### src/rtl/accum_warp_addr_serializer.sv
// accum_warp_addr_serializer: holds one vector of lane addresses and emits it as single-address beats.
// Optional AWL_SERIAL_SKIP_EN: skip invalid lanes; an all-zero mask yields a single bubble beat.
`default_nettype none

module accum_warp_addr_serializer #(
  parameter  int N_CFG   = 4,
  parameter  int ABW     = 10,
  parameter  int VSIZE   = 4,
  localparam int NCFG_BW = $clog2(N_CFG + 1),
  localparam int CV_BW   = $clog2(VSIZE)
) (
  input  logic                           i_clk,
  input  logic                           i_rst,
  input  logic                           src_rdy,
  output logic                           src_ack,
  input  logic [NCFG_BW-1:0]             i_id,
  input  logic [VSIZE-1:0][ABW-1:0]      i_address,
  input  logic [VSIZE-1:0]               i_valid,
  input  logic                           i_retire,
  input  logic                           i_islast,
  output logic                           dst_rdy,
  input  logic                           dst_ack,
  output logic [NCFG_BW-1:0]             o_id,
  output logic [ABW-1:0]                 o_address,
  output logic [CV_BW-1:0]               o_lane,
  output logic                           o_valid,
  output logic                           o_last,
  output logic                           o_retire,
  output logic                           fin_dval
);

  typedef enum logic {
    S_EMPTY = 1'b0,
    S_FULL  = 1'b1
  } state_e;

  state_e                    state_q;
  logic [VSIZE-1:0]          pend_q;
  logic [VSIZE-1:0]          pend_d;
  logic [VSIZE-1:0]          vmask_q;
  logic [VSIZE-1:0][ABW-1:0] addr_q;
  logic [NCFG_BW-1:0]        id_q;
  logic                      retire_q;
  logic                      islast_q;

  logic [CV_BW-1:0]          lane_w;
  logic [VSIZE-1:0]          lane_oh_w;
  logic [VSIZE-1:0]          load_pend_w;
  logic                      onehot_w;
  logic                      full_w;

  // Lowest set bit of the pending mask wins: iterate downward so the last hit is the lowest.
  always_comb begin
    lane_w = '0;
    for (int i = VSIZE - 1; i >= 0; i--) begin
      if (pend_q[i]) lane_w = CV_BW'(i);
    end
  end

  assign lane_oh_w = pend_q & (~pend_q + VSIZE'(1));
  assign onehot_w  = (pend_q != '0) && ((pend_q & (pend_q - VSIZE'(1))) == '0);
  assign full_w    = (state_q == S_FULL);

`ifdef AWL_SERIAL_SKIP_EN
  // An empty mask still occupies lane 0 as a bubble so retire/fin are not lost.
  assign load_pend_w = (i_valid == '0) ? VSIZE'(1) : i_valid;
`else
  assign load_pend_w = '1;
`endif

  assign dst_rdy   = full_w;
  assign o_id      = id_q;
  assign o_address = addr_q[lane_w];
  assign o_lane    = lane_w;
  assign o_valid   = full_w & vmask_q[lane_w];
  assign o_last    = full_w & onehot_w;
  assign o_retire  = o_last & retire_q;
  assign fin_dval  = dst_ack & o_last & islast_q;
  assign src_ack   = src_rdy & (~full_w | (dst_ack & o_last));

  always_comb begin
    pend_d = pend_q;
    if (src_ack) begin
      pend_d = load_pend_w;
    end else if (full_w && dst_ack) begin
      pend_d = pend_q & ~lane_oh_w;
    end
  end

  always_ff @(posedge i_clk or posedge i_rst) begin
    if (i_rst) begin
      state_q  <= S_EMPTY;
      pend_q   <= '0;
      vmask_q  <= '0;
      addr_q   <= '0;
      id_q     <= '0;
      retire_q <= 1'b0;
      islast_q <= 1'b0;
    end else begin
      pend_q <= pend_d;
      case (state_q)
        S_EMPTY: begin
          if (src_ack) state_q <= S_FULL;
        end
        S_FULL: begin
          if (dst_ack && onehot_w && !src_ack) state_q <= S_EMPTY;
        end
        default: state_q <= S_EMPTY;
      endcase
      if (src_ack) begin
        vmask_q  <= i_valid;
        addr_q   <= i_address;
        id_q     <= i_id;
        retire_q <= i_retire;
        islast_q <= i_islast;
      end
    end
  end

endmodule

`default_nettype wire

### config.mk
export PLATFORM = sky130hd
export DESIGN_NAME = accum_warp_addr_serializer
export DESIGN_NICKNAME = d
export VERILOG_FILES = /design/src/rtl/accum_warp_addr_serializer.sv
export SDC_FILE = /design/constraint.sdc
export NUM_CORES = 1
export LEC_CHECK = 0
export ABC_AREA = 1
export CAP_MARGIN = 10
export CORE_AREA = 2 2 89 91
export DETAILED_ROUTE_END_ITERATION = 8
export DIE_AREA = 0 0 91 93
export PLACE_DENSITY = 0.7
export SLEW_MARGIN = 0
export SYNTH_ARGS = -nofsm -noshare
export SYNTH_HDL_FRONTEND = slang
export SYNTH_SLANG_ARGS = --single-unit
### constraint.sdc
create_clock -name i_clk -period 3.9 [get_ports i_clk]
set_input_delay 0.78 -clock i_clk [delete_from_list [all_inputs] [get_ports i_clk]]
set_output_delay 0.78 -clock i_clk [all_outputs]
set_load 0.02 [all_outputs]
## Word level (Yosys, flattened, before mapping)

Cells that the tools add are included.

| cells by class | value |
|---|---|
| $add $sub $neg | 2 |
| order comparisons | 1 |
| muxes and demuxes | 13 |
| bitwise operators | 13 |
| reductions and logical operators | 8 |

Operator list:

| operator | number |
|---|---|
| binary-select mux 10 bit (select 2 bit) | 1 |
| AND 4 bit | 3 |
| 2-to-1 mux 10 bit | 1 |
| 2-to-1 mux 2 bit | 4 |
| 2-to-1 mux 4 bit | 2 |
| NOT 4 bit | 2 |
| AND 1 bit | 6 |
| adder 4 x 1 -> 4 bit (second input constant) | 1 |
| logical AND 1 bit | 4 |
| logical NOT 4 bit | 1 |
| nonzero test 4 bit | 1 |
| subtractor 4 x 1 -> 4 bit (second input constant) | 1 |
| less-than comparator 2 x 3 -> 1 bit (second input constant) | 1 |
| 2-to-1 mux 1 bit | 3 |
| binary-select mux 1 bit (select 2 bit) | 1 |
| one-hot mux 1 bit (2 select lines) | 1 |
| nonzero test 2 bit | 1 |
| logical NOT 1 bit | 1 |
| NOT 1 bit | 1 |
| OR 1 bit | 1 |

| word-level totals | value |
|---|---|
| register bits | 54 |
| bits of input ports | 53 |
| output and inout bits | 21 |
| word-level logic and storage cells | 47 |

## Logic depth before layout (Yosys ltp)

| logic depth | value |
|---|---|
| depth after elaboration | 12 |
| mapped depth | 10 |

## Worst setup path after synthesis

OpenSTA, ideal clock, no wires.

| path | value |
|---|---|
| path kind | register -> output |
| from | reg pend_q[0] |
| to | out o_address[0] |
| arrival time | 1.554 ns |
| required time | 3.120 ns |
| setup slack | 1.566 ns |
| cell stages (with the launch flop) | 7 |
| path buffers | 1 |
| path through | dfrtp_1 > nor2_1 > nand2_1 > inv_1 > clkbuf_1 > o21ai_0 > o22ai_1 |

| on the way | value |
|---|---|
| cells in the longest elaborated chain, start to end | 3 |

RTL lines:

| what | RTL line | text |
|---|---|---|
| from (decl) | 38 | `logic [VSIZE-1:0] pend_q;` |
| from (signal assigned) | 100 | `pend_q <= pend_d;` |
| 2-to-1 mux 2 bit | 56 | `if (pend_q[i]) lane_w = CV_BW'(i);` |
| named net o_lane[1] | 25 | `output logic [CV_BW-1:0] o_lane,` |
| binary-select mux 10 bit (select 2 bit) | 73 | `assign o_address = addr_q[lane_w];` |
| 2-to-1 mux 10 bit (implied by the code) | 73 |  |
| to (decl) | 24 | `output logic [ABW-1:0] o_address,` |

The timed path passes the listed nets, and every way through them passes these cells. The select of a mux whose other input is x is not followed.

## Worst setup path after layout

| path | value |
|---|---|
| from | reg pend_q[2] |
| to | out o_valid |

| on the way | value |
|---|---|
| cells in the longest elaborated chain, start to end | 6 |

RTL lines:

| what | RTL line | text |
|---|---|---|
| 2-to-1 mux 2 bit (3 in a row) | 56 |  |
| binary-select mux 1 bit (select 2 bit) | 75 | `assign o_valid = full_w & vmask_q[lane_w];` |
| 2-to-1 mux 1 bit (implied by the code) | 75 |  |
| AND 1 bit | 75 |  |
| to (decl) | 26 | `output logic o_valid,` |

Every way passes these cells. The select of a mux whose other input is x is not followed.

==> results.txt <==
* Overall via count from detail_route: 2275
- In this run, the number of DRC markers left after iteration 0 of detailed routing was ~90.
* Net count of the finished layout: 436
- Dividing the detail-routed wire length by the instance count gives between 10 and 15 um.
- Count of H-tree levels built during CTS: 2
- For this block, the routed nets add up to 6544 um of wire.
* Portion of the clock cycle consumed by the worst path in the final layout: 85.25%
* Tightest Pin Transition: 728.2 ps
* Maximum clock rate: approximately 300 MHz
- Row generation in the floorplan step produced 32 rows.
- For this run, the share of the core covered by cells in the final layout is 45.30%.
- At the end of routability-driven placement, the weighted congestion stood at 0.7840.
- Average instance area after synthesis: around 8 um2
- Post-synth cell types: 18
- Pin placement for this block handled 74 I/O pins.
- The worst hold path belongs to the class flip-flop to flip-flop.
- The share of the Yosys chip area taken by registers is a little over half.
- Start-to-end type of the worst setup path: flip-flop to output port
- Starting utilization of the core area: 33.94%
- Counting both buffers and inverters, the worst setup path holds a total of 3.
* Wire length of the first global-routing pass: 10960 um
- Of all nets on the critical path, the largest fanout is 13.
* Die Wd: around 91 um
* Largest voltage drop on the vdd net: about 330 uV
* Final number of hold-violating endpoints: 0
* Max-slew headroom at the worst pin: 51.38%
* Cell family with most CP delay: buffers and inverters
* Count of port buffers added during placement: 73
- Max capacitance violation total: 0
- The total overflow left after global routing is 0.
* DR pass1 iterations: 4
* Relative area change from synthesis to final layout: 33.45%
- The final number of max-transition violations was 0.
- At the worst endpoint, the required time is around 3100 ps.
- Setup repair after global routing left no endpoint under its margin.
* Final setup vio count: 0
- Mapped Area: 2555 um2
* Buffers inserted during post-CTS setup optimization: 0
- TritonCTS clock tree: yes
- Area taken by flip-flops and latches: 1351 um2
- Slowest-stage cell, CP: sky130_fd_sc_hd__clkdlybuf4s50_1
* Number of CTS-inserted buffers: 5
- The wire-length estimate of the detail-placed layout is 4429 um.
* Floorplan die area: 8463 um2
* Min Tclk post-route: 3325 ps
- Source of the worst register-to-register timing path: pend_q[0]
* Count of antenna diodes in the layout: 0
- After detailed placement, the design holds a cell count of 478.
- For this design the static power due to leakage is around 1.7 nW.
- Counting every net in the synthesized netlist gives 373.
- Largest stage delay, worst path: 620 ps
- Height of the die: ~93 um
- Final TNS setup: 0 ps
- Cell at the root of the clock tree: sky130_fd_sc_hd__clkbuf_8
- The initial antenna violation count is 0.
- Number of fillers in the final layout: 783
* Maximum number of pins on one net before global-route repair: between 50 and 60
- Global router's overall resource usage: 16.05%
- Number of clock sinks: 54
- Syn Inst Count: 320
- Synthesized flop and latch total: 54
- For this run, the number of standard cells in the final layout without fillers is around 490.
- Core region area: around 7500 um2
* Antenna-violating nets left: 0
- PD cells: 903.1 nW/um2
- Source of the critical timing path: pend_q[2]
- Data on the critical path arrives at its endpoint at 2540 ps.
* Ratio of cells with drive above 1 in the final layout: 4.167%
* CTS resizes: 0
- The worst hold path begins at addr_q[20].
- In the routed design, unresolved DRC markers number 0.
- The worst setup path is launched from a flip-flop.
- Number of hold-repair buffers added at the cts stage: 0
- Critical Path Sink Type: output port
- In the routed layout, each cell is associated on average with a via count of 4.681.
- Final total power: 3.079 mW
- Number of buffers on the longest clock path: 2
- CTS clk-pin slew, worst paths: 90 ps
- Post-Route Skew: 5.031 ps
- Synth warn: 0
- The via count of the first global-routing pass is 2227.
- Traced cell by cell, the critical path runs through inv_1, nand2_1, nand2_1, inv_1, a21oi_1, o21ai_0, a21oi_1, clkdlybuf4s50_1.
- The clock reaches the later pin of the worst-skew pair after between 300 and 400 ps.
* Footprint of the multi-input gates: roughly 1000 um2
* Status: complete, no violations
- On the final layout, the worst hold slack is 473.0 ps.
==> cells in the final DEF (no fill, tap or decap) <==
| cell type | count |
|---|---|
| sky130_fd_sc_hd__a21oi_1 | 3 |
| sky130_fd_sc_hd__buf_2 | 1 |
| sky130_fd_sc_hd__buf_4 | 5 |
| sky130_fd_sc_hd__bufinv_16 | 1 |
| sky130_fd_sc_hd__clkbuf_1 | 2 |
| sky130_fd_sc_hd__clkbuf_8 | 5 |
| sky130_fd_sc_hd__clkdlybuf4s50_1 | 72 |
| sky130_fd_sc_hd__dfrtp_1 | 54 |
| sky130_fd_sc_hd__inv_1 | 11 |
| sky130_fd_sc_hd__inv_2 | 2 |
| sky130_fd_sc_hd__nand2_1 | 114 |
| sky130_fd_sc_hd__nand2_2 | 1 |
| sky130_fd_sc_hd__nand2_4 | 1 |
| sky130_fd_sc_hd__nand3_1 | 51 |
| sky130_fd_sc_hd__nand4_1 | 1 |
| sky130_fd_sc_hd__nor2_1 | 22 |
| sky130_fd_sc_hd__nor3b_1 | 2 |
| sky130_fd_sc_hd__o21ai_0 | 26 |
| sky130_fd_sc_hd__o22ai_1 | 10 |
==> power breakdown <==
part,internal [mW],switching (mW),total [mW]
Clock,0.192,0.173,0.365
Combinational,0.696,1.05,1.74
Sequential,0.822,0.149,0.972
Total,1.71,1.37,3.08
==> logic make-up after synthesis <==
logic type | share of synthesized area, %
flip-flops | 52.89
AND/OR/NAND/NOR | 31.49
AO/OA/AOI/OAI | 8.129
buffers and inverters | 7.492
==> cells in the mapped netlist <==
library cell	number	share of area (%)
sky130_fd_sc_hd__nand2_1	114	17
sky130_fd_sc_hd__dfrtp_1	54	53
sky130_fd_sc_hd__nand3_1	51	10
sky130_fd_sc_hd__o21ai_0	26	5.1
sky130_fd_sc_hd__nor2_1	22	3.2
sky130_fd_sc_hd__inv_1	12	1.8
sky130_fd_sc_hd__o22ai_1	10	2.4
sky130_fd_sc_hd__clkbuf_1	8	1.2
sky130_fd_sc_hd__buf_4	5	1.5
sky130_fd_sc_hd__buf_6	5	2.2
sky130_fd_sc_hd__a21oi_1	3	0.59
sky130_fd_sc_hd__buf_2	3	0.59
sky130_fd_sc_hd__nor3b_1	2	0.59
sky130_fd_sc_hd__buf_1	1	0.15
sky130_fd_sc_hd__inv_2	1	0.15
sky130_fd_sc_hd__nand2_2	1	0.25
sky130_fd_sc_hd__nand2_4	1	0.44
sky130_fd_sc_hd__nand4_1	1	0.25
==> state kept, by name, indices dropped and copies added (netlist names) <==
register / flops
o_id: 3
retire_q: 1
pend_q: 4
vmask_q: 4
islast_q: 1
addr_q: 40
dst_rdy: 1
==> layout make-up <==
class / instances / share of cell area (%)
sequential: 54 / 39.63
multi-input combinational: 231 / 29.69
timing repair buffer: 78 / 22.39
tap: 102 / 3.743
clock buffer: 7 / 2.239
inverter: 13 / 1.431
clock inverter: 1 / 0.8807
==> per-stage QoR <==
step           area [um2]  worst slack [ps]
5_1_grt              3410             351.0
2_1_floorplan        2555              1566
3_5_place_dp         3303             893.0
3_3_place_gp         3303             911.7
6_report             3410             575.1
4_1_cts              3410             533.9
==> layer usage <==
layer	wire (um)	track usage, %	part of all wire, %
met5	0	0	0
met4	121	5.808	1.8
met3	323	3.304	4.9
met2	3013	24.94	46
met1	3084	22.32	47
==> worst min-delay path, cell delays in order (launching register included) <==
cell and delay [ps]:
sky130_fd_sc_hd__dfrtp_1 350, sky130_fd_sc_hd__nand2_1 50, sky130_fd_sc_hd__nand2_1 40
==> worst paths after layout <==
kind,endpoint,slack (ps),cells past startpoint
min in group asynchronous,addr_q[18],910,2
min,addr_q[20],470,2
max reg2reg,addr_q[26],1820,8
max,o_valid,580,8
max in group asynchronous,o_id[0],2250,3
min reg2reg,addr_q[20],470,2
Note: power is estimated with default switching activity, not from simulation.
